$ cat config.mk
export PLATFORM = sky130hd
export DESIGN_NAME = servo_pwm_decoder
export DESIGN_NICKNAME = d
export VERILOG_FILES = /design/src/rtl/servo_pwm_decoder.sv
export SDC_FILE = /design/constraint.sdc
export NUM_CORES = 1
export LEC_CHECK = 0
export CORE_MARGIN = 8
export CORE_UTILIZATION = 59
export CTS_CLUSTER_SIZE = 24
export DETAILED_ROUTE_END_ITERATION = 10
export PLACE_DENSITY = 0.8
export SLEW_MARGIN = 15
export SYNTH_ARGS = -nofsm -noshare
export SYNTH_HDL_FRONTEND = slang
export SYNTH_SLANG_ARGS = --single-unit
$ cat constraint.sdc
create_clock -name clk -period 2.9 [get_ports clk]
set_clock_uncertainty 0.15 [all_clocks]
set_input_delay 0.29 -clock clk [delete_from_list [all_inputs] [get_ports clk]]
set_output_delay 0.29 -clock clk [all_outputs]
set_load 0.005 [all_outputs]
$ cat src/rtl/servo_pwm_decoder.sv
// Servo PWM decoder: measures the high time of a hobby-servo pulse and maps it to an 8-bit position.
// Optional glitch filter on the synchronized input is enabled by defining SERVO_DEC_FILTER_EN.
module servo_pwm_decoder #(
  parameter int unsigned MIN_PW  = 25000,
  parameter int unsigned MAX_PW  = 50000,
  parameter int unsigned STEP    = 98,
  parameter int unsigned TIMEOUT = 600000
) (
  input  logic        clk,
  input  logic        rst_n,
  input  logic        pwm_in,
  output logic [7:0]  position,
  output logic [19:0] pulse_width,
  output logic        valid,
  output logic        err_range,
  output logic        timeout,
  output logic        locked
);

  localparam int PW = $clog2(TIMEOUT + 1);
  localparam int SW = (STEP > 1) ? $clog2(STEP) : 1;

  localparam logic [19:0]   MIN_W  = 20'(MIN_PW);
  localparam logic [19:0]   MAX_W  = 20'(MAX_PW);
  localparam logic [19:0]   WIN_LO = 20'(MIN_PW / 2);
  localparam logic [19:0]   WIN_HI = 20'(MAX_PW + MIN_PW / 2);
  localparam logic [PW-1:0] TO_MAX = PW'(TIMEOUT);
  localparam logic [PW-1:0] TO_PRE = PW'(TIMEOUT - 1);
  localparam logic [SW-1:0] PS_END = SW'(STEP - 1);

  typedef enum logic [1:0] {ARM, WAIT_RISE, HIGH, DONE} state_t;

  state_t        state;
  logic [1:0]    sync_ff;
  logic          sync_in;
  logic          lvl;
  logic          lvl_q;
  logic          rise;
  logic          to_hit;
  logic [19:0]   width;
  logic [PW-1:0] period;
  logic [SW-1:0] presc;
  logic [7:0]    acc;
  logic [3:0]    arm_cnt;

  always_ff @(posedge clk or negedge rst_n) begin
    if (!rst_n) sync_ff <= '0;
    else        sync_ff <= {sync_ff[0], pwm_in};
  end
  assign sync_in = sync_ff[1];

`ifdef SERVO_DEC_FILTER_EN
  // Level changes only after four identical samples (three held plus the current one).
  logic [2:0] filt_hist;
  always_ff @(posedge clk or negedge rst_n) begin
    if (!rst_n) begin
      filt_hist <= '0;
      lvl       <= 1'b0;
    end else begin
      filt_hist <= {filt_hist[1:0], sync_in};
      if (sync_in && (&filt_hist))        lvl <= 1'b1;
      else if (!sync_in && !(|filt_hist)) lvl <= 1'b0;
    end
  end
`else
  assign lvl = sync_in;
`endif

  assign rise   = lvl && !lvl_q;
  assign to_hit = (state != ARM) && !rise && (period == TO_PRE);

  always_ff @(posedge clk or negedge rst_n) begin
    if (!rst_n) begin
      state       <= ARM;
      lvl_q       <= 1'b0;
      width       <= '0;
      period      <= '0;
      presc       <= '0;
      acc         <= '0;
      arm_cnt     <= '0;
      position    <= '0;
      pulse_width <= '0;
      valid       <= 1'b0;
      err_range   <= 1'b0;
      timeout     <= 1'b0;
      locked      <= 1'b0;
    end else begin
      lvl_q     <= lvl;
      valid     <= 1'b0;
      err_range <= 1'b0;
      if (state == ARM) begin
        // Synchronizer/filter flops come out of reset low; let them fill with the
        // real line level first, or a pulse already high would look like a fresh rise.
        period <= '0;
        if (arm_cnt != '1) arm_cnt <= arm_cnt + 4'd1;
        else if (!lvl)     state   <= WAIT_RISE;
      end else begin
        if (rise) begin
          period  <= '0;
          timeout <= 1'b0;
        end else if (period != TO_MAX) begin
          period <= period + PW'(1);
        end

        if (to_hit) begin
          timeout <= 1'b1;
          locked  <= 1'b0;
          state   <= WAIT_RISE;
        end else begin
          case (state)
            WAIT_RISE: if (rise) begin
              state <= HIGH;
              width <= 20'd1;
              presc <= '0;
              acc   <= '0;
            end
            HIGH: if (lvl) begin
              if (width != '1) width <= width + 20'd1;
              if (width >= MIN_W) begin
                if (presc == PS_END) begin
                  presc <= '0;
                  if (acc != 8'hff) acc <= acc + 8'd1;
                end else begin
                  presc <= presc + SW'(1);
                end
              end
            end else begin
              state <= DONE;
              if (width >= WIN_LO && width <= WIN_HI) begin
                valid       <= 1'b1;
                locked      <= 1'b1;
                pulse_width <= width;
                // Over-long pulses pin to full scale regardless of STEP rounding.
                position    <= (width >= MAX_W) ? 8'hff : acc;
              end else begin
                err_range <= 1'b1;
                locked    <= 1'b0;
              end
            end
            DONE:    state <= WAIT_RISE;
            default: state <= ARM;
          endcase
        end
      end
    end
  end

endmodule

== Word level (Yosys, flattened, before mapping) ==
Index checks and enable logic that the tools add are counted.
Storage, ports and cells
  register bits: 96
  bits of input ports: 3
  output and inout bits: 32
  logic and storage cells: 107
Cells by class
  add/sub/neg operators: 5
  magnitude comparators: 4
  eq/ne operators: 20
  muxes and demuxes: 41
  bitwise operators: 3
  reduce and logical (&&, ||, !) cells: 20
Operators by type and width (count)
  $mux 20: 6
  $mux 8: 6
  $add 20x1->20 const B: 2
  $ne 20x20->1 const B: 2
  $pmux 20 s2: 1
  $mux 7: 4
  $eq 20x20->1 const B: 1
  $ge 20x14->1 const B: 1
  $ge 20x15->1 const B: 1
  $ge 20x16->1 const B: 1
  $le 20x16->1 const B: 1
  $ne 2x2->1 const B: 8
  $pmux 8 s2: 1
  $mux 1: 15
  $pmux 7 s2: 1
  $mux 2: 6
  $reduce_and 6->1: 2
  $add 8x1->8 const B: 1
  $ne 4x4->1 const B: 2
  $ne 8x8->1 const B: 1
  $reduce_and 8->1: 1
  $reduce_bool 2->1: 4
  $add 7x1->7 const B: 1
  $eq 7x7->1 const B: 1
  other kinds (15): 23

== Longest topological paths before layout ==
  depth after elaboration: 7
  gate-level depth with buffers: 11

== Worst setup path before layout ==
OpenSTA, ideal clock, no wires.
  kind: reg-to-reg
  from: reg state[0]
  to: reg acc[0]
  setup time: 0.125 ns
  data arrival time: 2.335 ns
  required time: 2.625 ns
  setup slack: 0.290 ns
  stages on the path, launching flop included: 11
  buffers on the path: 3
  period minus slack after synthesis: 2.610 ns
  cells stage by stage: dfrtp_1 -> inv_1 -> ha_1 -> buf_2 -> nor4bb_1 -> and3_1 -> a31o_1 -> buf_6 -> or4_1 -> buf_4 -> mux2_4
Between the ends
  longest elaborated chain between the ends: 5
  elaborated cells between the ends (all ways): 16
  those cells by class: eq/ne (7); mux (1); bitwise (2); reduce/logical (6)
RTL lines
  start: declaration: line 33  | state_t state;
  start signal: assignment: line 74  | state <= ARM;
  start signal: assignment: line 96  | else if (!lvl) state <= WAIT_RISE;
  start signal: assignment: line 108  | state <= WAIT_RISE;
  parallel branches: the longest is 5 deep, another holds $reduce_and 8->1
  end signal: assignment: line 122  | if (acc != 8'hff) acc <= acc + 8'd1;
  end: declaration: line 43  | logic [7:0] acc;
Several ways; the timed one is not identified.
A chain may end at the register's enable or synchronous reset.

== Worst setup path after layout ==
  from: reg state[0]
  to: reg position[6]
Between the ends
  longest elaborated chain between the ends: 5
  elaborated cells between the ends (all ways): 8
  those cells by class: eq/ne (1); bitwise (2); reduce/logical (5)
RTL lines
  $reduce_bool 2->1: line 70  | assign to_hit = (state != ARM) && !rise && (period == TO_PRE);
  $logic_and 1x1->1 (2 in a row): line 70
  $not 1->1 (no source line)
  $reduce_and 5->1 (no source line) *
  end signal: assignment: line 134  | position <= (width >= MAX_W) ? 8'hff : acc;
  end: declaration: line 12  | output logic [7:0] position,
Every way passes the cells marked *; elsewhere a longest branch is shown, timed or not.

==> out/metrics.csv <==
stage;metric;value;unit
setup_path;path_cells;inv_1, ha_1, nor4bb_1, and3_1, a31o_1, buf_4, nor4_4, buf_4, mux2_2;
setup_path;worstReg2RegStart;state[0];
sta;setup_viol;0;
hold_path;hold_class;reg2reg;
power;p_comb_share;28.8;%
sta;slew_headroom;51.4;%
setup_path;slowest_stage;dfrtp_1;
floorplanning;core_area;8590;um2
clock_network;numCtsBuffers;9;
placement;hpwl;7860;um
setup_path;cp_slowest_stage_delay;0.43;ns
floorplanning;ioPinCount;35;
clock_network;root_buffer;clkbuf_8;
sta;max_clock_freq;375;MHz
sta;hold_violations;0;
grt;grt_pass1_wl;19200;um
setup_path;arrival;2.76;ns
synth;ys_seq_elements;96;
floorplanning;die_height;110;um
finish;drive_above_1_share;13.8;%
synth;synth_area_leaders;dfrtp_1 (47%), mux2_2 (5.9%), ha_1 (3.1%);
routing;top_layer;met4;
synth;postSynthAreaPerCell;10.1;um2
placement;place_ws;0.280;ns
setup_path;worstPathRequired;2.99;ns
power;p_switching;1.18;mW
synth;synth_cells;511;
setup_path;critPathMaxFanout;16;
routing;wl_per_cell;17.1;um
setup_path;path_buf_inv;3;
synth;ys_types;59;
hold_path;hold_start;sync_ff[0];
grt;grt_overflow;0;
sta;fin_crit_sh;91.9;%
routing;dr_wl_met2;5640;um
clock_network;clk_latency;0.36;ns
power;power;3.33;mW
floorplanning;num_rows;34;
routing;ant_nets;0;
routing;postRouteWirelength;11200;um
setup_path;worstSetupStartpointType;register;
synth;synth_nets;527;
routing;drt_iter0_drc;258;
synth;ys_warn_count;0;
power;switching_share;35.4;%
routing;via_per_inst;6.30;
job;cap_violations;0;
placement;port-buffer-count;34;
routing;vias;4103;
routing;route.met3.wl;567;um
placement;dp_cells;634;
synth;ys_async_sr_fraction;100;%
power;p_int;2.16;mW
setup_path;path_class;reg2reg;
setup_path;end_kind;register;
finish;fin_nets;554;
synth;synth-seq-area-share;46.5;%
power;power_leakage;2.50;nW
clock_network;cts_setup_buffers;0;
sta;worst_slew_pin_slew;0.729;ns
synth;dominantRegCellSynth;dfrtp_1;
grt;grt_antenna_before_repair;0;
sta;grt_setup_unrepaired;false;
floorplanning;die_area;12000;um2
sta;fin_ws;0.236;ns
sta;slew_viol_final;0;
outcome;status;finished, final reports clean;
synth;synth_top_area_cell;dfrtp_1;
power;seqPwrFrac;45.1;%
placement;routabilityCongestion;0.921;
finish;fin_cells;651;
sta;tns;0;ns
routing;dr.pass1.iters;5;
clock_network;cts_resized;0;
clock_network;clockBufferDepth;2;
sta;period_needed;2.66;ns
setup_path;worstSetupStartpoint;state[0];
power;pwr-share-clk;26.1;%
finish;synthToLayoutAreaGrowth;13.1;%
grt;grt_pass1_vias;4003;
synth;synth_top_area_share;46.5;%
routing;wl_met1;4730;um
setup_path;crit_top_cell;buf_4;
synth;synth_edf_count;0;
routing;drc_errors;0;
power;peakVddDrop;0.459;mV
floorplanning;initial_core_util;60.1;%
setup_path;cp_top_family;buffers and inverters;
grt;grt_max_degree;54;
finish;antenna_cells;0;
finish;layout_commonest_cell;dfrtp_1;
clock_network;cts_sinks;96;
grt;grt.total_usage;19.5;%
floorplanning;die_w;110;um
clock_network;cts_htree_levels;3;
power;power.density;571;nW/um2
finish;mostFrequentLayoutCells;dfrtp_1 (96), nor2_1 (37), clkdlybuf4s50_1 (33), nand2_1 (32);
synth;syn_area;5160;um2
clock_network;path_clk_slew;0.09;ns
finish;fillers;672;
clock_network;cts_tree;yes;
## cell type report
class                           count  area [um2]  area share (%)
Clock buffer                        9         124            2.12
Clock inverter                      7        70.1            1.20
Inverter                           14        52.6           0.900
Multi-Input combinational cell    360        2530            43.3
Sequential cell                    96        2400            41.1
Tap cell                          108         135            2.31
Timing Repair Buffer               57         526            9.00
## per-layer routing
metal,vias up,track usage (%)
met3,20,3.93
met2,127,32.7
met5,-,0
met1,2029,25.0
met4,0,5.30
li1,1927,-
## worst paths after layout
path / endpoint / cells after the start / slack, ns
worst max-delay path: position[6] / 9 / 0.24
worst min-delay path: sync_ff[1] / 0 / 0.21
worst max register to register: position[6] / 9 / 0.24
worst min register to register: sync_ff[1] / 0 / 0.21
max in group asynchronous: period[13] / 3 / 1.61
min in group asynchronous: pulse_width[10] / 2 / 0.32
## Yosys cell counts, types with 10 or more instances
cell type	count
mux2_2	27
nand3b_1	10
dfrtp_1	96
xnor2_1	12
ha_1	13
clkbuf_1	26
and3_1	15
nand2_1	32
inv_1	14
nor2_1	37
nand2b_1	14
o31ai_1	21
or3_1	15
nand4_1	11
nor3_1	13
nand3_1	27
## registers in the layout, indices dropped and copies added (netlist names)
register,flops
sync_ff,2
state,2
width,20
pulse_width,20
presc,7
locked,1
position,8
timeout,1
valid,1
lvl_q,1
arm_cnt,4
err_range,1
period,20
acc,8
## per-stage QoR
step	instance area, um2	utilization (%)	hold WS [ns]
after floorplan	5160	-	-0.156
after global placement	5640	65.6	0.161
after detailed placement	5640	65.6	0.170
after CTS	5840	68.0	0.206
after global routing	5840	68.0	0.204
final	5840	68.0	0.208
## logic make-up (layout without fill, tap and decap cells)
| kind of cell | after synthesis | in the layout | share of synthesized area (%) |
|---|---|---|---|
| compound gates | 92 | 92 | 14.2 |
| xor+xnor | 17 | 17 | 2.88 |
| fa+ha+maj | 13 | 13 | 3.15 |
| buf+inv | 55 | 87 | 4.63 |
| flops | 96 | 96 | 46.5 |
| mux | 32 | 32 | 6.98 |
| simple gates | 206 | 206 | 21.7 |
## timing repair
item                                    CTS  global route
hold buffers                              1             0
hold endpoints to repair                 43             0
endpoints found under the setup margin    0             0
## power by group through the flow
stage	sequential, mW	combinational (mW)	clock [mW]
after floorplan	1.49	0.681	0
after global placement	1.52	0.920	0
after detailed placement	1.53	0.951	0
after CTS	1.50	0.958	0.893
after global routing	1.51	1.06	0.945
final	1.50	0.959	0.872
Note: power is estimated with default switching activity, not from simulation.
